[src/rtl/popcount_rr_scheduler.sv]
// Round-robin front end for a shared 1-cycle population counter: grants one requester per
// cycle, tags each word with its requester index and returns results in issue order via a 4-entry FIFO.
module popcount_rr_scheduler #(
    parameter int WIDTH = 16,
    parameter int REQ_N = 4,
    localparam int IDW = $clog2(REQ_N),
    localparam int CW  = $clog2(WIDTH) + 1
) (
    input  logic                   clk_i,
    input  logic                   srst_i,
    input  logic [REQ_N*WIDTH-1:0] req_data_i,
    input  logic [REQ_N-1:0]       req_val_i,
    output logic [REQ_N-1:0]       req_ready_o,
    output logic [WIDTH-1:0]       cnt_data_o,
    output logic                   cnt_data_val_o,
    input  logic [CW-1:0]          cnt_res_i,
    input  logic                   cnt_res_val_i,
    output logic [CW-1:0]          res_data_o,
    output logic [IDW-1:0]         res_id_o,
    output logic                   res_val_o,
    input  logic                   res_ready_i,
    output logic                   err_o
);

    localparam int DEPTH = 4;

    logic [IDW-1:0]    last_grant_q;
    logic [2:0]        occ_q;
    logic [1:0]        wr_ptr_q;
    logic [1:0]        rd_ptr_q;
    logic              s1_val_q;
    logic              s2_val_q;
    logic [WIDTH-1:0]  s1_data_q;
    logic [IDW-1:0]    s1_id_q;
    logic [IDW-1:0]    s2_id_q;
    logic              err_q;
    logic              rst_d_q;
    logic [IDW+CW-1:0] mem_q [DEPTH];

    logic              credit_ok;
    logic              grant_any;
    logic [IDW-1:0]    grant_idx;
    logic [IDW-1:0]    cand;
    logic [REQ_N-1:0]  grant;
    logic              push;
    logic              pop;
    logic              proto_err;

    function automatic logic [IDW-1:0] rr_idx(input logic [IDW-1:0] base, input int k);
        int s;
        s = (int'(base) + k) % REQ_N;
        return IDW'(s);
    endfunction

    // Every issued word holds one FIFO slot until popped, so the FIFO can never overflow.
    assign credit_ok = (occ_q + 3'(s1_val_q) + 3'(s2_val_q)) < 3'd4;

    // NOTE: every variable written here gets a default first, so no path can infer a latch.
    always_comb begin
        grant_any = 1'b0;
        grant_idx = last_grant_q;
        cand      = last_grant_q;
        grant     = '0;
        for (int k = 1; k <= REQ_N; k++) begin
            cand = rr_idx(last_grant_q, k);
            if (!grant_any && req_val_i[cand]) begin
                grant_any = 1'b1;
                grant_idx = cand;
            end
        end
        if (srst_i || !credit_ok) begin
            grant_any = 1'b0;
        end
        if (grant_any) begin
            grant[grant_idx] = 1'b1;
        end
    end

    assign req_ready_o    = grant;
    assign cnt_data_o     = s1_data_q;
    assign cnt_data_val_o = s1_val_q & ~srst_i;
    assign res_val_o      = (occ_q != 3'd0) & ~srst_i;
    assign err_o          = err_q & ~srst_i;
    assign {res_id_o, res_data_o} = mem_q[rd_ptr_q];

    assign push = s2_val_q & cnt_res_val_i & ~srst_i;
    assign pop  = res_val_o & res_ready_i;
    // A stale counter result may land the first cycle after reset; it is neither stored nor flagged.
    assign proto_err = ~rst_d_q & (cnt_res_val_i != s2_val_q);

    // NOTE: sequential state uses non-blocking assignments so every register samples pre-edge values.
    always_ff @(posedge clk_i) begin
        if (srst_i) begin
            last_grant_q <= IDW'(REQ_N - 1);
            occ_q        <= 3'd0;
            wr_ptr_q     <= 2'd0;
            rd_ptr_q     <= 2'd0;
            s1_val_q     <= 1'b0;
            s2_val_q     <= 1'b0;
            err_q        <= 1'b0;
            rst_d_q      <= 1'b1;
        end else begin
            rst_d_q  <= 1'b0;
            s1_val_q <= grant_any;
            s2_val_q <= s1_val_q;
            if (grant_any) begin
                last_grant_q <= grant_idx;
            end
            if (push) begin
                wr_ptr_q <= wr_ptr_q + 2'd1;
            end
            if (pop) begin
                rd_ptr_q <= rd_ptr_q + 2'd1;
            end
            if (push && !pop) begin
                occ_q <= occ_q + 3'd1;
            end else if (pop && !push) begin
                occ_q <= occ_q - 3'd1;
            end
            if (proto_err) begin
                err_q <= 1'b1;
            end
        end
    end

    // NOTE: the datapath and FIFO storage carry no reset; valids and pointers alone define contents.
    always_ff @(posedge clk_i) begin
        if (grant_any) begin
            s1_data_q <= req_data_i[grant_idx*WIDTH +: WIDTH];
            s1_id_q   <= grant_idx;
        end
        s2_id_q <= s1_id_q;
        if (push) begin
            mem_q[wr_ptr_q] <= {s2_id_q, cnt_res_i};
        end
    end

endmodule

[config.mk]
export PLATFORM = sky130hd
export DESIGN_NAME = popcount_rr_scheduler
export DESIGN_NICKNAME = d
export VERILOG_FILES = /design/src/rtl/popcount_rr_scheduler.sv
export SDC_FILE = /design/constraint.sdc
export NUM_CORES = 1
export LEC_CHECK = 0
export CAP_MARGIN = 20
export CORE_ASPECT_RATIO = 0.8
export CORE_UTILIZATION = 47
export CTS_CLUSTER_SIZE = 14
export DETAILED_ROUTE_END_ITERATION = 7
export PLACE_DENSITY = 0.77
export SKIP_CTS_REPAIR_TIMING = 1
export SYNTH_ARGS = -nofsm -noshare
export SYNTH_HDL_FRONTEND = slang
export SYNTH_SLANG_ARGS = --single-unit
[constraint.sdc]
create_clock -name clk_i -period 3 [get_ports clk_i]
set_input_delay 0.9 -clock clk_i [delete_from_list [all_inputs] [get_ports clk_i]]
set_output_delay 0.9 -clock clk_i [all_outputs]
set_load 0.01 [all_outputs]
### Yosys cells after proc, flatten, opt, wreduce, memory -nomap -nowiden

Memory sizes are Yosys's and may differ from the RTL's. A register that Yosys moved wholly into a read port is not among the register bits.
Index checks and enable logic that the tools add are counted.

| storage, ports and cells | value |
|---|---|
| memories kept | 1 |
| register bits after elaboration | 33 |
| RAM bits | 28 |
| word-level logic and storage cells | 82 |
| output and inout bits | 30 |
| bits of input ports | 77 |

Memory list:

| memory | words | width | rd ports | clocked after Yosys merged registers in | write ports | line | source |
|---|---|---|---|---|---|---|---|
| mem_q | 4 | 7 | 1 | 1 | 1 | 38 | `logic [IDW+CW-1:0] mem_q [DEPTH];` |

| cells by class | value |
|---|---|
| muxes and demuxes | 27 |
| $lt $le $gt $ge | 7 |
| shifts and indexed selects | 1 |
| equality and inequality tests | 1 |
| reductions and logical operators | 15 |
| bitwise logic cells | 9 |
| add/sub/neg operators | 10 |

Operator list:

| cell | number |
|---|---|
| indexed part select 64 x 7 -> 16 bit | 1 |
| < comparator 2 x 3 -> 1 bit, second input constant | 5 |
| two-way mux 1 bit | 13 |
| two-way mux 2 bit | 6 |
| adder 2 x 1 -> 2 bit, second input constant | 4 |
| binary-select mux 1 bit (select 2 bit) | 4 |
| bitwise AND 1 bit | 7 |
| adder 3 x 1 -> 3 bit | 2 |
| logical AND 1 bit | 6 |
| logical NOT 1 bit | 6 |
| two-way mux 3 bit | 2 |
| adder 2 bit, second input constant | 2 |
| two-way mux 4 bit | 1 |
| adder 3 x 1 -> 3 bit, second input constant | 1 |
| < comparator 3 bit, second input constant | 1 |
| nonzero test 3 bit | 1 |
| subtractor 3 x 1 -> 3 bit, second input constant | 1 |
| demux 1 bit (select 2 bit) | 1 |
| >= comparator 2 x 1 -> 1 bit, second input constant | 1 |
| inverter 1 bit | 2 |
| nonzero test 2 bit | 1 |
| logical OR 1 bit | 1 |
| != test 1 bit | 1 |

### Longest topological paths before layout

Gate-level depths: netlist (run 1).

| depth | value |
|---|---|
| depth after elaboration | 18 |
| depth in mapped cells | 9 |
| depth with buffers taken out | 9 |

### Worst setup path after synthesis (run 1)

No wires, ideal clock.

| timing path | value |
|---|---|
| kind | input to output |
| start | input req_val_i[1] |
| end | output req_ready_o[2] |
| data required time | 2.100 ns |
| slack | 0.233 ns |
| buffers on the path | 0 |
| stages on the path | 4 |
| arrival | 1.867 ns |
| cells stage by stage | or3b_1 > o31a_2 > and2_1 > nor3_1 |

| on the way | value |
|---|---|
| longest elaborated chain between the ends | 17 |
| elaborated cells between the ends (all ways) | 29 |
| classes of those cells | order compare (2); mux (20); reduce/logical (7) |

RTL lines:

| element | line | source |
|---|---|---|
| start, declared | 12 | `input logic [REQ_N-1:0] req_val_i,` |
| binary-select mux 1 bit (select 2 bit) | 66 | `if (!grant_any && req_val_i[cand]) begin` |
| two-way mux 1 bit (implied by the code) | 66 |  |
| two-way mux 1 bit | 66 |  |
| logical NOT 1 bit | 66 |  |
| logical AND 1 bit | 66 |  |
| two-way mux 1 bit | 66 |  |
| logical NOT 1 bit | 66 |  |
| logical AND 1 bit | 66 |  |
| two-way mux 1 bit | 66 |  |
| logical NOT 1 bit | 66 |  |
| logical AND 1 bit | 66 |  |
| two-way mux 2 bit | 66 |  |
| < comparator 2 x 3 -> 1 bit (implied by the code) / >= comparator 2 x 1 -> 1 bit (equally long branches) | 75 | `grant[grant_idx] = 1'b1;` |
| logical AND 1 bit (implied by the code) | 75 |  |
| two-way mux 1 bit (implied by the code) | 75 |  |
| demux 1 bit (select 2 bit) | 75 |  |
| two-way mux 4 bit * | 74 | `if (grant_any) begin` |
| end, declared | 13 | `output logic [REQ_N-1:0] req_ready_o,` |

Every way passes the cells marked *; elsewhere a longest branch is shown, timed or not. The select of a mux whose other input is x is not followed.

### Worst setup path in the final report (run 1)

| timing path | value |
|---|---|
| start | input req_val_i[3] |
| end | output req_ready_o[0] |

| on the way | value |
|---|---|
| longest elaborated chain between the ends | 17 |
| elaborated cells between the ends (all ways) | 29 |
| classes of those cells | order compare (2); mux (20); reduce/logical (7) |

RTL lines:

| element | line | source |
|---|---|---|
| binary-select mux 1 bit (select 2 bit) | 66 |  |
| two-way mux 1 bit (implied by the code) | 66 |  |
| two-way mux 1 bit | 66 |  |
| logical NOT 1 bit | 66 |  |
| logical AND 1 bit | 66 |  |
| two-way mux 1 bit | 66 |  |
| logical NOT 1 bit | 66 |  |
| logical AND 1 bit | 66 |  |
| (+2 left out) | n/a |  |
| logical AND 1 bit | 66 |  |
| two-way mux 2 bit * | 66 |  |
| named net grant_idx[1] | 42 | `logic [IDW-1:0] grant_idx;` |
| < comparator 2 x 3 -> 1 bit (implied by the code) / >= comparator 2 x 1 -> 1 bit (equally long branches) | 75 |  |
| logical AND 1 bit (implied by the code) | 75 |  |
| two-way mux 1 bit (implied by the code) | 75 |  |
| demux 1 bit (select 2 bit) * | 75 |  |
| two-way mux 4 bit * | 74 |  |

Mark *: on every way through the listed nets, which the timed path passes. The rest lies on a longest branch. The select of a mux whose other input is x is not followed.

==> flow_summary.toml, run 1 <==
[status]
status = "finished clean"

[layout]
layout.nets = 490
final_area_um2 = 4970
layout_common_cells = "94 x clkdlybuf4s50_1, 46 x edfxtp_1, 41 x inv_1, 32 x a211oi_1, 32 x a32oi_1"
final_common_cell = "clkdlybuf4s50_1"
area_growth_pct = 47.1
insertedDiodeCount = 0
nFillCells = 499
drive_above_1_share_pct = 18.0
final_core_util_pct = 71.8

[detailed_routing]
wl_mm = 8.65
routed-via-count = 2826
drt.antenna.violating_nets = 0
initialDrtViolationCount = 211
drc_errors = 0
via_per_inst = 5.69
wl_per_cell_um = 17.4
drtPass1Iterations = 5

[global_routing]
grt_pass1_vias = 2722
grt_pass1_wl_mm = 13.3
grt_max_degree = 33
track_usage_pct = 22.4
overflow = 0
antenna_found_initial = 0

[cts]
cts_tree = "done"
cts-root-buf = "clkbuf_8"
cts_made_buffers = 9
clk_pin_slew_ps = 80
htree_levels = 3
clkSinkCount = 63
clk-insertion-delay-late_ps = 330
cts_max_path_buffers = 2

[timing]
rsz0062_at_grt = "true"
maxSlewViolCount = 0
fin_crit_sh_pct = 98.8
max_freq_ghz = 0.338
report.final.setup_viol = 0
worst_pin_slew_ps = 680
fin_crit_ps = 2960
finalHoldViolCount = 0
finalWorstSetupSlack_ps = 37.2
hold_slack_ps = 373
max-slew-margin-rel_pct = 54.6
fin_setup_tns_ps = 0
finClkSkew_ps = 9.65

[min_path]
hold_start = "s1_id_q[1]"
hold_path.class = "flip-flop to flip-flop"

[floorplanning]
ios = 107
fp.dieH_um = 77.9
rows = 27
die_w_um = 96.8
dieArea_um2 = 7540
core_um2 = 6930
start_util_pct = 48.8

[placed_design]
place_hpwl_mm = 5.84
placed_area_um2 = 4630
portBuffers = 106
gp_congestion = 0.853
place_ws_ps = -807

[power_and_ir_drop]
p_leak_nw = 2.01
p_per_area_nw_per_um2 = 666
ir_drop_mv = 0.373

[yosys]
ys_warn_count = 0
synth_cells = 290
avgSynthCellArea_um2 = 11.7
synth-seq-cells = 63
synth.yosys.seq_area_share_pct = 50.9
synth_ff_type = "edfxtp_1"
syn_area_um2 = 3380
yosysUniqueCellTypes = 36
synth-edff-count = 46
async_reset_ff_share_pct = 0
syn-num-nets = 375

[setup_path]
r2r_slack_ps = 790
r2r_start = "occ_q[1]"
crit_path_end_kind = "output port"
cp_max_fo = 5
worstPathRequired_ps = 2100
startpoint = "req_val_i[3]"
worstSetupPathType = "input port to output port"
start_kind = "input port"
cp.arrival_ps = 2060

[run]
drv_cap = 0
-- synth_stat cells, types with 5 or more instances --
master	instances	area (um^2)
a211oi_1	32	240
ha_1	7	87.6
nor2_1	13	48.8
inv_1	41	154
buf_2	8	40.0
mux2i_1	20	200
dfxtp_1	17	340
a21oi_1	6	30.0
clkbuf_1	10	37.5
and2_1	5	31.3
a32oi_1	32	280
edfxtp_1	46	1380
nor2b_1	6	37.5
nor3_1	5	25.0
mux4_2	7	158
-- layout make-up --
type,count,area [um^2],share of cell area [%]
Sequential cell,63,1720,34.6
Multi-Input combinational cell,158,1440,28.9
Clock buffer,9,124,2.49
Clock inverter,7,125,2.52
Inverter,43,161,3.25
Timing Repair Buffer,130,1290,26.0
Tap cell,87,109,2.19
-- cell families (layout without fill, tap and decap cells) --
family	count (synthesis)	after routing	share of synthesized area (%)
fa+ha+maj	8	8	3.18
mux	27	27	10.6
xor+xnor	5	5	1.30
compound gates	76	76	17.7
buf+inv	69	189	9.18
flops	63	63	50.9
simple gates	42	42	7.14
-- worst max-delay path, stage by stage --
cell and delay (ps):
dlymetal6s2s_1 170, buf_4 170, a32oi_2 210, and2_4 200, inv_2 50, nor3_2 180, buf_2 170
-- power breakdown --
group | internal (mW) | switching (mW)
Sequential | 1.09 | 0.0686
Clock | 0.564 | 0.360
Combinational | 0.599 | 0.628
Total | 2.26 | 1.06
-- stage by stage --
step / cells / total power [mW]
finish: 497 / 3.31
global route: 497 / 3.45
CTS: 494 / 3.26
detailed placement: 478 / 2.33
global placement: 478 / 2.31
floorplan: 290 / 1.86
-- path summary, 6_finish.rpt --
path / endpoint / cells past startpoint
max: req_ready_o[0] / 7
max reg2reg: occ_q[2] / 9
min: s2_id_q[1] / 0
min reg2reg: s2_id_q[1] / 0
-- state kept, by name (all words and copies together), names as in the netlist, 2 cells and up, named ones only --
name,flops
mem_q,28
wr_ptr_q,2
last_grant_q,2
s2_id_q,2
cnt_data_o,16
s1_id_q,2
rd_ptr_q,2
occ_q,3
-- metal layers --
layer	GRT usage (%)	wire length (um)	up-vias	part of all wire, %
met5	0	0	-	0
met1	29.5	3730	1355	43
met2	36.9	4250	131	49
li1	-	-	1328	-
met3	4.77	520	12	6.0
met4	7.01	149	0	1.7
(Power assumes the default switching activity.)
==> run 2: changes to the inputs <==
ABC_CLOCK_PERIOD_IN_PS = 3000   (was not set)
CTS_CLUSTER_DIAMETER = 120   (was not set)
HOLD_SLACK_MARGIN = 0.05   (was not set)
==> results of run 2 <==
Same layout as run 1: the final DEF is identical, and so are final timing and power.
